===== src/rtl/decode_sched_if.sv =====
`default_nettype none
// +----------------------------------------------------------------------------+
// | decode_sched_if                                                            |
// | Fetch, immediate-generator and decode-output signals of decode_sched.      |
// | Revision: 1.0                                                              |
// +----------------------------------------------------------------------------+
interface decode_sched_if #(
    parameter int DWIDTH = 32,
    parameter int AWIDTH = 32
);
    logic              f_valid_i;
    logic              f_ready_o;
    logic [AWIDTH-1:0] f_pc_i;
    logic [DWIDTH-1:0] f_insn_i;
    logic              flush_i;
    logic [6:0]        igen_opcode_o;
    logic [DWIDTH-1:0] igen_insn_o;
    logic [31:0]       igen_imm_i;
    logic              d_valid_o;
    logic              d_ready_i;
    logic [AWIDTH-1:0] d_pc_o;
    logic [DWIDTH-1:0] d_insn_o;
    logic [31:0]       d_imm_o;
    logic [4:0]        d_rd_o;
    logic [4:0]        d_rs1_o;
    logic [4:0]        d_rs2_o;
    logic [2:0]        d_funct3_o;
    logic [6:0]        d_funct7_o;
    logic              d_illegal_o;

    modport master (
        output f_valid_i, f_pc_i, f_insn_i, flush_i, igen_imm_i, d_ready_i,
        input  f_ready_o, igen_opcode_o, igen_insn_o, d_valid_o, d_pc_o, d_insn_o,
               d_imm_o, d_rd_o, d_rs1_o, d_rs2_o, d_funct3_o, d_funct7_o, d_illegal_o
    );

    modport slave (
        input  f_valid_i, f_pc_i, f_insn_i, flush_i, igen_imm_i, d_ready_i,
        output f_ready_o, igen_opcode_o, igen_insn_o, d_valid_o, d_pc_o, d_insn_o,
               d_imm_o, d_rd_o, d_rs1_o, d_rs2_o, d_funct3_o, d_funct7_o, d_illegal_o
    );
endinterface
`default_nettype wire


===== src/rtl/decode_sched.sv =====
`default_nettype none
// +----------------------------------------------------------------------------+
// | decode_sched                                                               |
// | Decode-stage scheduler: 2-entry fetch queue feeding a decode output reg.   |
// | Optional: DECODE_SCHED_BYPASS_EN lets an empty queue forward fetch direct. |
// | Revision: 1.0                                                              |
// +----------------------------------------------------------------------------+
module decode_sched #(
    parameter int DWIDTH = 32,
    parameter int AWIDTH = 32
) (
    input  wire logic     clk,
    input  wire logic     rst_n,
    decode_sched_if.slave bus
);
    logic [1:0]        r_count;
    logic              r_rd_ptr;
    logic              r_wr_ptr;
    logic [AWIDTH-1:0] r_q_pc   [2];
    logic [DWIDTH-1:0] r_q_insn [2];

    logic              r_d_valid;
    logic [AWIDTH-1:0] r_d_pc;
    logic [DWIDTH-1:0] r_d_insn;
    logic [31:0]       r_d_imm;
    logic              r_d_illegal;

    logic              w_f_ready;
    logic              w_push;
    logic              w_out_free;
    logic              w_q_nonempty;
    logic              w_bypass;
    logic              w_pop;
    logic              w_load;
    logic              w_q_write;
    logic [AWIDTH-1:0] w_src_pc;
    logic [DWIDTH-1:0] w_src_insn;

    function automatic logic f_is_legal(input logic [6:0] opcode);
        case (opcode)
            7'h37, 7'h17, 7'h6F, 7'h67, 7'h63, 7'h03,
            7'h23, 7'h13, 7'h33, 7'h73, 7'h0F: f_is_legal = 1'b1;
            default:                           f_is_legal = 1'b0;
        endcase
    endfunction

    assign w_f_ready    = (r_count != 2'd2);
    assign w_push       = bus.f_valid_i && w_f_ready && !bus.flush_i;
    assign w_out_free   = !r_d_valid || bus.d_ready_i;
    assign w_q_nonempty = (r_count != 2'd0);

`ifdef DECODE_SCHED_BYPASS_EN
    assign w_bypass = !w_q_nonempty && w_out_free && w_push;
`else
    assign w_bypass = 1'b0;
`endif

    assign w_pop     = w_q_nonempty && w_out_free && !bus.flush_i;
    assign w_load    = w_pop || w_bypass;
    assign w_q_write = w_push && !w_bypass;

    // Source of the next decode entry: queue head, or the live fetch beat on bypass.
    always_comb begin
        w_src_pc   = r_q_pc[r_rd_ptr];
        w_src_insn = r_q_insn[r_rd_ptr];
        if (w_bypass) begin
            w_src_pc   = bus.f_pc_i;
            w_src_insn = bus.f_insn_i;
        end
    end

    assign bus.f_ready_o     = w_f_ready;
    assign bus.igen_insn_o   = (w_q_nonempty || w_bypass) ? w_src_insn : '0;
    assign bus.igen_opcode_o = bus.igen_insn_o[6:0];

    always_ff @(posedge clk) begin
        if (!rst_n) begin
            r_count  <= 2'd0;
            r_rd_ptr <= 1'b0;
            r_wr_ptr <= 1'b0;
            for (int i = 0; i < 2; i++) begin
                r_q_pc[i]   <= '0;
                r_q_insn[i] <= '0;
            end
        end else if (bus.flush_i) begin
            r_count  <= 2'd0;
            r_rd_ptr <= 1'b0;
            r_wr_ptr <= 1'b0;
        end else begin
            if (w_q_write) begin
                r_q_pc[r_wr_ptr]   <= bus.f_pc_i;
                r_q_insn[r_wr_ptr] <= bus.f_insn_i;
                r_wr_ptr           <= ~r_wr_ptr;
            end
            if (w_pop) begin
                r_rd_ptr <= ~r_rd_ptr;
            end
            r_count <= r_count + 2'(w_q_write) - 2'(w_pop);
        end
    end

    always_ff @(posedge clk) begin
        if (!rst_n) begin
            r_d_valid   <= 1'b0;
            r_d_pc      <= '0;
            r_d_insn    <= '0;
            r_d_imm     <= '0;
            r_d_illegal <= 1'b0;
        end else if (bus.flush_i) begin
            r_d_valid <= 1'b0;
        end else if (w_load) begin
            r_d_valid   <= 1'b1;
            r_d_pc      <= w_src_pc;
            r_d_insn    <= w_src_insn;
            r_d_imm     <= bus.igen_imm_i;
            r_d_illegal <= !f_is_legal(w_src_insn[6:0]);
        end else if (r_d_valid && bus.d_ready_i) begin
            r_d_valid <= 1'b0;
        end
    end

    // Field outputs are fixed slices of the registered instruction.
    assign bus.d_valid_o   = r_d_valid;
    assign bus.d_pc_o      = r_d_pc;
    assign bus.d_insn_o    = r_d_insn;
    assign bus.d_imm_o     = r_d_imm;
    assign bus.d_illegal_o = r_d_illegal;
    assign bus.d_rd_o      = r_d_insn[11:7];
    assign bus.d_rs1_o     = r_d_insn[19:15];
    assign bus.d_rs2_o     = r_d_insn[24:20];
    assign bus.d_funct3_o  = r_d_insn[14:12];
    assign bus.d_funct7_o  = r_d_insn[31:25];
endmodule
`default_nettype wire


===== src/flat_wrapper.sv =====
// flat-port wrapper written by rule: the top's interface ports become plain ports
module decode_sched_flat 
#(
    parameter int DWIDTH = 32,
    parameter int AWIDTH = 32
)
  (clk, rst_n, bus_f_valid_i, bus_f_pc_i, bus_f_insn_i, bus_flush_i, bus_igen_imm_i, bus_d_ready_i, bus_f_ready_o, bus_igen_opcode_o, bus_igen_insn_o, bus_d_valid_o, bus_d_pc_o, bus_d_insn_o, bus_d_imm_o, bus_d_rd_o, bus_d_rs1_o, bus_d_rs2_o, bus_d_funct3_o, bus_d_funct7_o, bus_d_illegal_o);
  decode_sched_if #(.DWIDTH(DWIDTH), .AWIDTH(AWIDTH)) bus_i ();
  input  wire logic clk;
  input  wire logic rst_n;
  input wire logic [$bits(bus_i.f_valid_i)-1:0] bus_f_valid_i;
  input wire logic [$bits(bus_i.f_pc_i)-1:0] bus_f_pc_i;
  input wire logic [$bits(bus_i.f_insn_i)-1:0] bus_f_insn_i;
  input wire logic [$bits(bus_i.flush_i)-1:0] bus_flush_i;
  input wire logic [$bits(bus_i.igen_imm_i)-1:0] bus_igen_imm_i;
  input wire logic [$bits(bus_i.d_ready_i)-1:0] bus_d_ready_i;
  output wire logic [$bits(bus_i.f_ready_o)-1:0] bus_f_ready_o;
  output wire logic [$bits(bus_i.igen_opcode_o)-1:0] bus_igen_opcode_o;
  output wire logic [$bits(bus_i.igen_insn_o)-1:0] bus_igen_insn_o;
  output wire logic [$bits(bus_i.d_valid_o)-1:0] bus_d_valid_o;
  output wire logic [$bits(bus_i.d_pc_o)-1:0] bus_d_pc_o;
  output wire logic [$bits(bus_i.d_insn_o)-1:0] bus_d_insn_o;
  output wire logic [$bits(bus_i.d_imm_o)-1:0] bus_d_imm_o;
  output wire logic [$bits(bus_i.d_rd_o)-1:0] bus_d_rd_o;
  output wire logic [$bits(bus_i.d_rs1_o)-1:0] bus_d_rs1_o;
  output wire logic [$bits(bus_i.d_rs2_o)-1:0] bus_d_rs2_o;
  output wire logic [$bits(bus_i.d_funct3_o)-1:0] bus_d_funct3_o;
  output wire logic [$bits(bus_i.d_funct7_o)-1:0] bus_d_funct7_o;
  output wire logic [$bits(bus_i.d_illegal_o)-1:0] bus_d_illegal_o;
  assign bus_i.f_valid_i = bus_f_valid_i;
  assign bus_i.f_pc_i = bus_f_pc_i;
  assign bus_i.f_insn_i = bus_f_insn_i;
  assign bus_i.flush_i = bus_flush_i;
  assign bus_i.igen_imm_i = bus_igen_imm_i;
  assign bus_i.d_ready_i = bus_d_ready_i;
  assign bus_f_ready_o = bus_i.f_ready_o;
  assign bus_igen_opcode_o = bus_i.igen_opcode_o;
  assign bus_igen_insn_o = bus_i.igen_insn_o;
  assign bus_d_valid_o = bus_i.d_valid_o;
  assign bus_d_pc_o = bus_i.d_pc_o;
  assign bus_d_insn_o = bus_i.d_insn_o;
  assign bus_d_imm_o = bus_i.d_imm_o;
  assign bus_d_rd_o = bus_i.d_rd_o;
  assign bus_d_rs1_o = bus_i.d_rs1_o;
  assign bus_d_rs2_o = bus_i.d_rs2_o;
  assign bus_d_funct3_o = bus_i.d_funct3_o;
  assign bus_d_funct7_o = bus_i.d_funct7_o;
  assign bus_d_illegal_o = bus_i.d_illegal_o;
  decode_sched #(.DWIDTH(DWIDTH), .AWIDTH(AWIDTH)) u_core (.clk(clk), .rst_n(rst_n), .bus(bus_i));
endmodule

===== config.mk =====
export PLATFORM = sky130hd
export DESIGN_NAME = decode_sched_flat
export DESIGN_NICKNAME = d
export VERILOG_FILES = /design/src/rtl/decode_sched_if.sv /design/src/rtl/decode_sched.sv /design/src/flat_wrapper.sv
export SDC_FILE = /design/constraint.sdc
export NUM_CORES = 1
export LEC_CHECK = 0
export BUFFER_PORTS_ARGS = -buffer_cell sky130_fd_sc_hd__buf_2
export CAP_MARGIN = 20
export CORE_UTILIZATION = 55
export DETAILED_ROUTE_END_ITERATION = 16
export HOLD_SLACK_MARGIN = 0.12
export PLACE_DENSITY = 0.83
export SYNTH_ARGS = -nofsm -noshare
export SYNTH_HDL_FRONTEND = slang
export SYNTH_SLANG_ARGS = --single-unit

===== constraint.sdc =====
create_clock -name clk -period 13.2 [get_ports clk]
set_input_delay 2.64 -clock clk [delete_from_list [all_inputs] [get_ports clk]]
set_output_delay 2.64 -clock clk [all_outputs]
set_load 0.005 [all_outputs]

==> results_dict.tcl <==
set metrics [dict create \
    status "finished, final reports clean" \
    wl_per_cell_um 16.5 \
    syn-num-nets 916 \
    met1_length_um 8470 \
    crit_path_start "rst_n" \
    die-area_mm2 0.0180 \
    grt_pass1_wl_um 32000 \
    port_buffers 263 \
    r2r-start "u_core.r_count[1]" \
    fin_cells 1261 \
    postSynthAreaPerCell_um2 11.8 \
    ys.flop_type "edfxtp_1" \
    cp_max_fo 65 \
    r2r_cells 6 \
    slew_headroom 0.267 \
    antenna_left 0 \
    clockBufferDepth 3 \
    crit_chain "buf_4 -> nand2b_1 -> nor3_2 -> buf_4 -> nand2b_4" \
    numCtsBuffers 24 \
    cts_tree "built" \
    cts-root-buf "clkbuf_16" \
    clock_latency_ns 0.50 \
    worst_ep_arrival_time_ns 5.05 \
    hold_viol 0 \
    grt_max_degree 106 \
    max_freq_ghz 0.203 \
    worstPathBufferInverterCount 2 \
    gp_congestion 0.762 \
    min-delay-start "u_core.bus.d_imm_o[28]" \
    diodes 0 \
    hold_path_class "reg2reg" \
    peakVddDrop_mv 0.102 \
    skew_ns 0.00873 \
    crit_path_start_kind "input pin" \
    met2WireLength_um 10700 \
    fin_area_mm2 0.0115 \
    cts_resized 0 \
    setup_viol 0 \
    die_w_um 134 \
    clock-sinks 231 \
    ios 264 \
    cts_setup_buffers 0 \
    hpwl_um 13000 \
    period_share 0.373 \
    area_growth_pct 19.7 \
    dp_cells 1218 \
    yosysMostFrequentCell "nand2_1" \
    drv_cap 0 \
    cpMostUsedCell "buf_4" \
    cp_slowest_cell "nand2b_4" \
    async_reset_ff_frac 0 \
    drt-total-wl_um 20800 \
    cpLargestDelayFamily "simple AND/OR/NAND/NOR gates" \
    grt-ovfl-total 0 \
    wl_met3_um 1280 \
    postCtsHoldBufs 0 \
    yosysSeqAreaShare 0.613 \
    fin_tns_setup_ns 0 \
    tightest_slew_ns 1.10 \
    ys_top_cells_by_count "nand2_1, and2_1, edfxtp_1" \
    rsz0062_at_grt "false" \
    grt_pass1_vias 6323 \
    initial_core_util 0.561 \
    post-route-drc-count 0 \
    ys_ff_latch 231 \
    synth_area_mm2 0.00963 \
    die_y_um 134 \
    clk_pin_slew_worst_paths_ns 0.06 \
    power_density_mw_per_mm2 135 \
    ys_warn_count 0 \
    synth_edf_count 128 \
    critPathCaptureType "flop" \
    worstSetupPathType "in2reg" \
    placed_cell_area_mm2 0.0108 \
    min_to "u_core.bus.d_imm_o[28]" \
    slew_viol_final 0 \
    fin_ws_ns 8.27 \
    min_path_cells 2 \
    preCtsSetupSlack_ns 7.59 \
    slowest_delay_ns 0.85 \
    cts-htree-levels 1 \
    detail_route.vias_per_cell 5.18 \
    drt-pass1-iter-count 5 \
    drive_gt1_frac 0.301 \
    timing.final.crit_period_ns 4.93 \
    r2r_slack_ns 10.20 \
    yosysTopAreaCellShare 0.399 \
    synth_top_cell_by_area "edfxtp_1" \
    top_layer "met5" \
    grt_antenna_before_repair 1 \
    netlist_top_cells_area "edfxtp_1, dfxtp_1, and2_1" \
    dr_total_vias 6528 \
    rows 48 \
    layout.nets 1123 \
    power.total_w 0.00155 \
    critPathRequiredTime_ns 13.32 \
    core_area_mm2 0.0172 \
    ys_types 34 \
    syn_inst 813 \
    grt_use_total 0.227 \
    drt_iter0_markers 371 \
    p_leak_nw 5.58 \
]
[layout by cell type, fill, tap and decap left out, types with 5 or more instances in the layout]
cell type,instances
a21boi_1,32
and2_1,128
buf_2,262
buf_4,8
clkbuf_1,9
clkbuf_16,25
dfxtp_1,101
edfxtp_1,128
inv_1,5
mux2i_1,63
nand2_1,129
nor2_1,40
o211a_1,64
[flip-flops by register name (all words and copies together), names as in the netlist, named ones only]
register and flops:
u_core.bus.d_insn_o 32, u_core.bus.d_pc_o 32, u_core.bus.d_imm_o 32, u_core.r_rd_ptr 1, u_core.r_q_insn 64, u_core.r_q_pc 64
u_core.r_wr_ptr 1, u_core.r_count 2, u_core.bus.d_illegal_o 1, u_core.bus.d_valid_o 1
[cell type report]
type                            instances  area [µm²]
Sequential cell                       231        5910
Fill cell                            1278        5650
Multi-Input combinational cell        486        3200
Timing Repair Buffer                  271        1390
Clock buffer                           37         701
Tap cell                              225         282
Clock inverter                          5        30.0
Inverter                                6        25.0
[stage by stage]
stage | util | hold WS, ns
6_report | 0.671 | 0.450
5_1_grt | 0.671 | 0.469
4_1_cts | 0.670 | 0.454
3_5_place_dp | 0.628 | 0.446
3_3_place_gp | 0.628 | 0.438
2_1_floorplan | - | 0.451
[cells by family (layout without fill, tap and decap cells)]
| kind of cell | Yosys count | in the layout | share of synthesized area |
|---|---|---|---|
| AO/OA/AOI/OAI | 104 | 104 | 0.0964 |
| XOR/XNOR | 4 | 4 | 0.00364 |
| adder cells (fa/ha/maj) | 2 | 2 | 0.00260 |
| buffers and inverters | 96 | 319 | 0.0582 |
| flip-flops | 231 | 231 | 0.613 |
| multiplexers | 64 | 64 | 0.0667 |
| AND/OR/NAND/NOR | 312 | 312 | 0.159 |
[worst reg2reg max path: stages (launching register included)]
cell	delay (ns)
dfxtp_1	0.41
nor2_2	0.10
or3_1	0.59
inv_4	0.51
buf_4	0.86
xnor2_1	0.33
nor2_1	0.07
[worst max-delay path by stage]
stage,end,cells after the start
final,u_core.r_q_insn[1][20],5
after global routing,u_core.r_q_pc[1][26],5
after CTS,u_core.bus.d_pc_o[23],6
after detailed placement,u_core.bus.d_insn_o[9],6
after global placement,flop,6
after floorplan,u_core.r_q_insn[0][0],2
[power by group]
| part | internal [W] | switching (W) | leakage [nW] |
|---|---|---|---|
| clock | 0.000364 | 0.000260 | 0.354 |
| sequential | 0.000797 | 0.0000162 | 2.17 |
| combinational | 0.0000515 | 0.0000662 | 3.05 |
| total | 0.00121 | 0.000343 | 5.58 |
[metal layers]
layer | GRT usage | vias to the layer above
li1 | - | 3171
met1 | 0.275 | 3096
met2 | 0.411 | 229
met3 | 0.0465 | 30
met4 | 0.0562 | 2
met5 | 0 | -
(Power assumes the default switching activity.)
